[config.mk]
export PLATFORM = sky130hd
export DESIGN_NAME = reflet_timer
export DESIGN_NICKNAME = d
export VERILOG_FILES = /design/src/rtl/reflet_timer.sv
export SDC_FILE = /design/constraint.sdc
export NUM_CORES = 1
export LEC_CHECK = 0
export BUFFER_PORTS_ARGS = -buffer_cell sky130_fd_sc_hd__buf_2
export CAP_MARGIN = 20
export CORE_ASPECT_RATIO = 0.75
export CORE_MARGIN = 1.5
export CORE_UTILIZATION = 53
export DETAILED_ROUTE_END_ITERATION = 8
export PLACE_DENSITY = 0.77
export SYNTH_ARGS = -nofsm -noshare
export SYNTH_HDL_FRONTEND = slang
export SYNTH_SLANG_ARGS = --single-unit
[constraint.sdc]
create_clock -name clk -period 2.4 [get_ports clk]
set_input_delay 0.36 -clock clk [delete_from_list [all_inputs] [get_ports clk]]
set_output_delay 0.36 -clock clk [all_outputs]
set_load 0.03 [all_outputs]
[src/rtl/reflet_timer.sv]
// Memory-mapped countdown timer with a prescaler, one-shot/auto-reload modes and a level interrupt.
// Read data is registered and forced to zero when unselected so responders can be OR-combined.
module reflet_timer #(
    parameter int unsigned         wordsize  = 16,
    parameter logic [wordsize-1:0] base_addr = 16'hFF00
) (
    input  logic                clk,
    input  logic                reset,
    input  logic                enable,
    input  logic [wordsize-1:0] addr,
    input  logic [wordsize-1:0] data_in,
    input  logic                write_en,
    output logic [wordsize-1:0] data_out,
    output logic                int_out
);

    localparam int unsigned         Bytes = wordsize / 8;
    localparam logic [wordsize-1:0] Step  = wordsize'(Bytes);
    localparam logic [wordsize-1:0] Span  = wordsize'(5 * Bytes);
    localparam logic [wordsize-1:0] One   = wordsize'(1);

    // ctrl bits: [0] run, [1] auto_reload, [2] int_en
    logic [2:0]          ctrl_q, ctrl_d;
    logic [wordsize-1:0] prescale_q, prescale_d;
    logic [wordsize-1:0] reload_q, reload_d;
    logic [wordsize-1:0] count_q, count_d;
    logic [wordsize-1:0] pcnt_q, pcnt_d;
    logic                expired_q, expired_d;

    logic [wordsize-1:0] offset, index, rdata;
    logic [2:0]          reg_idx;
    logic                sel, wr, tick, expire;

    always_comb begin
        offset  = addr - base_addr;
        index   = offset / Step;
        sel     = (addr >= base_addr) && (offset < Span) && (index * Step == offset);
        reg_idx = index[2:0];
        wr      = write_en && sel && enable;
    end

    always_comb begin
        tick   = enable && ctrl_q[0] && (pcnt_q == prescale_q);
        expire = tick && (count_q == '0);

        ctrl_d     = ctrl_q;
        prescale_d = prescale_q;
        reload_d   = reload_q;
        count_d    = count_q;
        pcnt_d     = pcnt_q;
        expired_d  = expired_q;

        if (enable && ctrl_q[0]) begin
            pcnt_d = tick ? '0 : pcnt_q + One;
        end

        if (tick) begin
            if (count_q != '0) begin
                count_d = count_q - One;
            end else if (ctrl_q[1]) begin
                count_d = reload_q;
            end else begin
                ctrl_d[0] = 1'b0;
            end
        end

        // Bus writes are applied after the tick so a write overrides the tick's update.
        if (wr) begin
            case (reg_idx)
                3'd0: ctrl_d     = data_in[2:0];
                3'd1: prescale_d = data_in;
                3'd2: reload_d   = data_in;
                3'd3: begin
                    count_d = data_in;
                    pcnt_d  = '0;
                end
                3'd4: begin
                    if (data_in[0]) begin
                        expired_d = 1'b0;
                    end
                end
                default: ;
            endcase
        end

        // A new expiry beats a simultaneous clear.
        if (expire) begin
            expired_d = 1'b1;
        end
    end

    always_comb begin
        rdata = '0;
        if (sel) begin
            case (reg_idx)
                3'd0:    rdata = {{(wordsize - 3){1'b0}}, ctrl_q};
                3'd1:    rdata = prescale_q;
                3'd2:    rdata = reload_q;
                3'd3:    rdata = count_q;
                3'd4:    rdata = {{(wordsize - 1){1'b0}}, expired_q};
                default: rdata = '0;
            endcase
        end
    end

    always_ff @(posedge clk) begin
        if (!reset) begin
            ctrl_q     <= '0;
            prescale_q <= '0;
            reload_q   <= '0;
            count_q    <= '0;
            pcnt_q     <= '0;
            expired_q  <= 1'b0;
            data_out   <= '0;
            int_out    <= 1'b0;
        end else begin
            ctrl_q     <= ctrl_d;
            prescale_q <= prescale_d;
            reload_q   <= reload_d;
            count_q    <= count_d;
            pcnt_q     <= pcnt_d;
            expired_q  <= expired_d;
            data_out   <= rdata;
            if (enable) begin
                int_out <= expired_d & ctrl_d[2];
            end
        end
    end

endmodule

# Word-level counts from Yosys, hierarchy flattened
# Index checks and enable logic that the tools add are counted.
# op_classes
add_sub_neg,3
magnitude_cmp,2
eq_ne,5
mux,19
bitwise_logic,2
reduce_logical,14
# ops
op,count
16-bit two-way mux,9
16-bit case mux with 5 select lines,1
"16-bit by 1-bit adder with 16-bit output, second input constant",1
16-bit == test,1
"16-bit greater-or-equal comparator, second input constant",1
16-bit logical NOT,1
"16-bit by 4-bit < comparator with 1-bit output, second input constant",1
16-bit nonzero test,1
"16-bit by 1-bit subtractor with 16-bit output, second input constant",1
"16-bit subtractor, second input constant",1
2-bit AND reduction,4
1-bit logical AND,7
1-bit two-way mux,7
"3-bit by 2-bit == test with 1-bit output, second input constant",2
3-bit two-way mux,2
"3-bit by 1-bit == test with 1-bit output, second input constant",1
"3-bit == test, second input constant",1
3-bit logical NOT,1
1-bit bitwise AND,1
1-bit NOT,1
# word_totals
register_bits,85
in_bits,36
out_inout_bits,17
word_cells,54

# Depth between registers and ports, before layout
# logic_depth
depth_word,9
ltp_mapped,9
depth_no_buf,8

# Least setup slack after synthesis
# OpenSTA, ideal clock, no wires.
# synth_path
path_type,reg-to-reg
startpoint,reg count_q[0]
endpoint,reg count_q[9]
setup_time_ps,118
arrival_time_ps,2097
required_ps,2282
setup_slack_ps,185
path_stages_with_launch,9
n_path_buf,1
period_less_slack_ps,2215
cell_sequence,dfxtp_1 -> inv_1 -> ha_1 -> or4b_1 -> or4_4 -> buf_6 -> o21ai_0 -> nand3_1 -> o2111a_1
# synth_between
elab_chain_cells,5
elab_cells_between_ends,6
cone_classes,1 x add/sub; 4 x mux; 1 x reduce/logical
# synth_lines
item,line,text
from (decl),26,"logic [wordsize-1:0] count_q, count_d;"
from (signal assigned),120,count_q <= count_d;
16-bit by 1-bit subtractor with 16-bit output or 16-bit nonzero test (tied branches),"59, 58",
16-bit two-way mux *,58,if (count_q != '0) begin
16-bit two-way mux *,57,if (tick) begin
16-bit two-way mux,69,case (reg_idx)
16-bit two-way mux *,68,if (wr) begin
# Mark *: on every way between the ends. The rest lies on a longest branch, timed or not.
# A chain may end at the register's enable or synchronous reset.

# Worst setup path in the final report
# layout_path
startpoint,reg count_q[0]
endpoint,reg count_q[7]
# Same word-level chain as after synthesis.

==> impl_metrics.py <==
metrics = {
    "min_path": {
        "worstHoldStart": "data_in[8]",
        "hp-class": "in -> reg",
        "holdPathEnd": "reload_q[8]",
        "whs_path_depth": 3,
    },
    "place": {
        "gp_congestion": 0.966,
        "placed_cells": 709,
        "io_buffer_count": 52,
        "dpl.hpwl_um": 9870,
    },
    "clock_network": {
        "postCtsHoldBufs": 0,
        "cts-root-buf": "clkbuf_8",
        "clk_pin_slew_ps": 100,
        "cts_made_buffers": 9,
        "cts_tree": "done",
        "htreeDepth": 3,
        "clkSinkCount": 85,
        "postCtsSetupRepairBufs": 0,
        "insertion_delay_ps": 370,
        "cts.path.max_buffers": 2,
    },
    "timing": {
        "timing.fmax_ghz": 0.444,
        "whs_ps": 253,
        "setup_tns_ps": 0,
        "slew_headroom_pct": 66.3,
        "final.period_utilization_pct": 93.8,
        "finalSetupViolCount": 0,
        "tightest_slew_ps": 498,
        "finalCriticalPeriod_ps": 2250,
        "rsz0062_at_grt": "false",
        "finClkSkew_ps": 13.3,
        "hold_violations": 0,
        "slew_viol_final": 0,
    },
    "worst_setup_path": {
        "r2r.worst_path.cells": 7,
        "r2r-start": "count_q[0]",
        "regToRegEndpoint": "count_q[7]",
        "worst-path-max-fanout": 9,
        "r2r_slack_ps": 150,
        "critPathKind": "reg -> reg",
        "cp.arrival_ps": 2530,
        "worstPathRequired_ps": 2680,
        "endpoint_kind": "flop",
        "startpoint_type": "flop",
    },
    "finish": {
        "mostFrequentLayoutCell": "nand2_1",
        "layout-drive-gt1-share_pct": 22.1,
        "area_growth_pct": 17.4,
        "finalNetCount": 653,
        "fin_cells": 725,
        "post-route-util_pct": 65.0,
        "diodes": 0,
        "final_cell_mix": "nand2_1, dfxtp_1, nor2_1",
    },
    "die": {
        "fp.coreArea_um2": 7950,
        "die_w_um": 108,
        "die_area_um2": 8860,
        "start_util_pct": 55.3,
        "ios": 53,
        "row_count": 28,
        "fp.dieH_um": 81.9,
    },
    "route": {
        "dr.pass1.iters": 5,
        "drt_iter0_markers": 347,
        "num_vias": 4389,
        "drc": 0,
        "wl_per_cell_um": 18.3,
        "ant_nets": 0,
        "drt-total-wl_um": 13300,
        "via_per_inst": 6.05,
    },
    "pwr": {
        "p_sw_share_pct": 25.7,
        "p_switching_mw": 0.638,
        "power_frac_seq_pct": 56.8,
        "ir_drop_mv": 0.355,
        "total_power_mw": 2.48,
        "leakage_nw": 2.02,
        "p_int_mw": 1.84,
        "power.share.clock_pct": 38.5,
        "power_frac_comb_pct": 4.8,
        "p_per_area_nw_per_um2": 481,
    },
    "synth": {
        "ys_warn_count": 0,
        "synth_cell_types": 58,
        "netlist_area_um2": 4400,
        "async_reset_ff_share_pct": 0,
        "synth_cells": 542,
        "synthFlopType": "dfxtp_1",
        "synth_edf_count": 0,
        "syn_area_per_cell_um2": 8.12,
        "ys_ff_latch": 85,
        "seq_area_frac_synth_pct": 38.7,
        "syn-num-nets": 580,
    },
    "status": {
        "status": "completed",
    },
    "job": {
        "cap_violations": 0,
    },
    "global_routing": {
        "grt_pass1_wl_um": 21000,
        "track_usage_pct": 31.6,
        "grt_pass1_vias": 3997,
        "grt_max_degree": 35,
        "antenna_found_initial": 0,
        "grt-ovfl-total": 0,
    },
}
[worst max-delay path by stage]
stage / start / end / slack, ps / cells past startpoint
floorplan: count_q[0] / count_q[9] / 190 / 8
global placement: count_q[0] / count_q[7] / 100 / 7
detailed placement: count_q[0] / count_q[7] / 40 / 7
CTS: count_q[0] / count_q[7] / 30 / 7
global route: prescale_q[13] / int_out / 30 / 6
finish: count_q[0] / count_q[7] / 150 / 7
[power groups by stage]
stage | Combinational [mW] | Sequential, mW | Clock [mW]
detailed placement | 0.116 | 1.44 | 0
floorplan | 0.0535 | 1.44 | 0
CTS | 0.117 | 1.41 | 0.969
global route | 0.127 | 1.41 | 1.02
global placement | 0.113 | 1.44 | 0
finish | 0.119 | 1.41 | 0.955
[cell families (layout without fill, tap and decap cells)]
group	Yosys count	count (layout)	share of synthesized area (%)
multiplexers	26	26	6.88
flip-flops	85	85	38.7
adder cells (fa/ha/maj)	2	2	0.569
AO/OA/AOI/OAI	114	114	18.0
buffers and inverters	44	122	4.04
AND/OR/NAND/NOR	241	241	25.8
XOR/XNOR	30	30	5.97
[synthesized netlist by cell type (8+ instances only)]
cell type	count	area, um2
nand3_1	18	90.1
nor3_1	8	40.0
o21ai_0	17	85.1
nor4_1	9	56.3
mux2i_1	10	100
nor2_1	55	206
nand4_1	14	87.6
a22oi_1	14	105
a21boi_0	32	240
a21oi_1	12	60.1
inv_1	13	48.8
dfxtp_1	85	1700
mux2_2	14	158
o22ai_1	8	50.1
nand2_1	101	379
xnor2_1	16	140
xor2_1	14	123
clkbuf_1	26	97.6
[sequential cells by signal, indices dropped and copies added (netlist names)]
| name | flops |
|---|---|
| count_q | 16 |
| data_out | 16 |
| pcnt_q | 16 |
| prescale_q | 16 |
| reload_q | 16 |
| ctrl_q | 3 |
| expired_q | 1 |
| int_out | 1 |
[metrics by stage]
stage               worst slack (ps)  instance area (um2)
finish                           149                 5170
global route                    27.4                 5170
CTS                             32.7                 5150
detailed placement              37.2                 4970
global placement                96.2                 4960
floorplan                        185                 4400
[final cells by class]
class | instances | area [um2]
tap | 105 | 131
sequential | 85 | 1700
clock buffer | 9 | 124
clock inverter | 7 | 56.3
multi-input combinational | 413 | 2540
fill | 689 | 2790
timing repair buffer | 93 | 568
inverter | 13 | 48.8
[layer usage]
| layer | part of all wire [%] | GRT usage (%) | vias to the layer above |
|---|---|---|---|
| met5 | 0 | 0 | - |
| met4 | 1.4 | 8.68 | 0 |
| met3 | 11 | 9.68 | 24 |
| met2 | 44 | 48.6 | 240 |
| met1 | 43 | 43.2 | 2062 |
| li1 | - | - | 2063 |
[what timing repair did]
item	4_1_cts	5_1_grt
setup endpoints to repair	0	11
resized for setup	0	4
endpoints found under the hold margin	0	0
[worst max-delay path, stage by stage, from the launching register on]
cell      delay, ps
dfxtp_1         350
inv_1            90
ha_1            220
or4b_4          520
or4_4           520
o22ai_1         200
nand3_1         100
o2111a_1        160
Note: power is estimated with default switching activity, not from simulation.
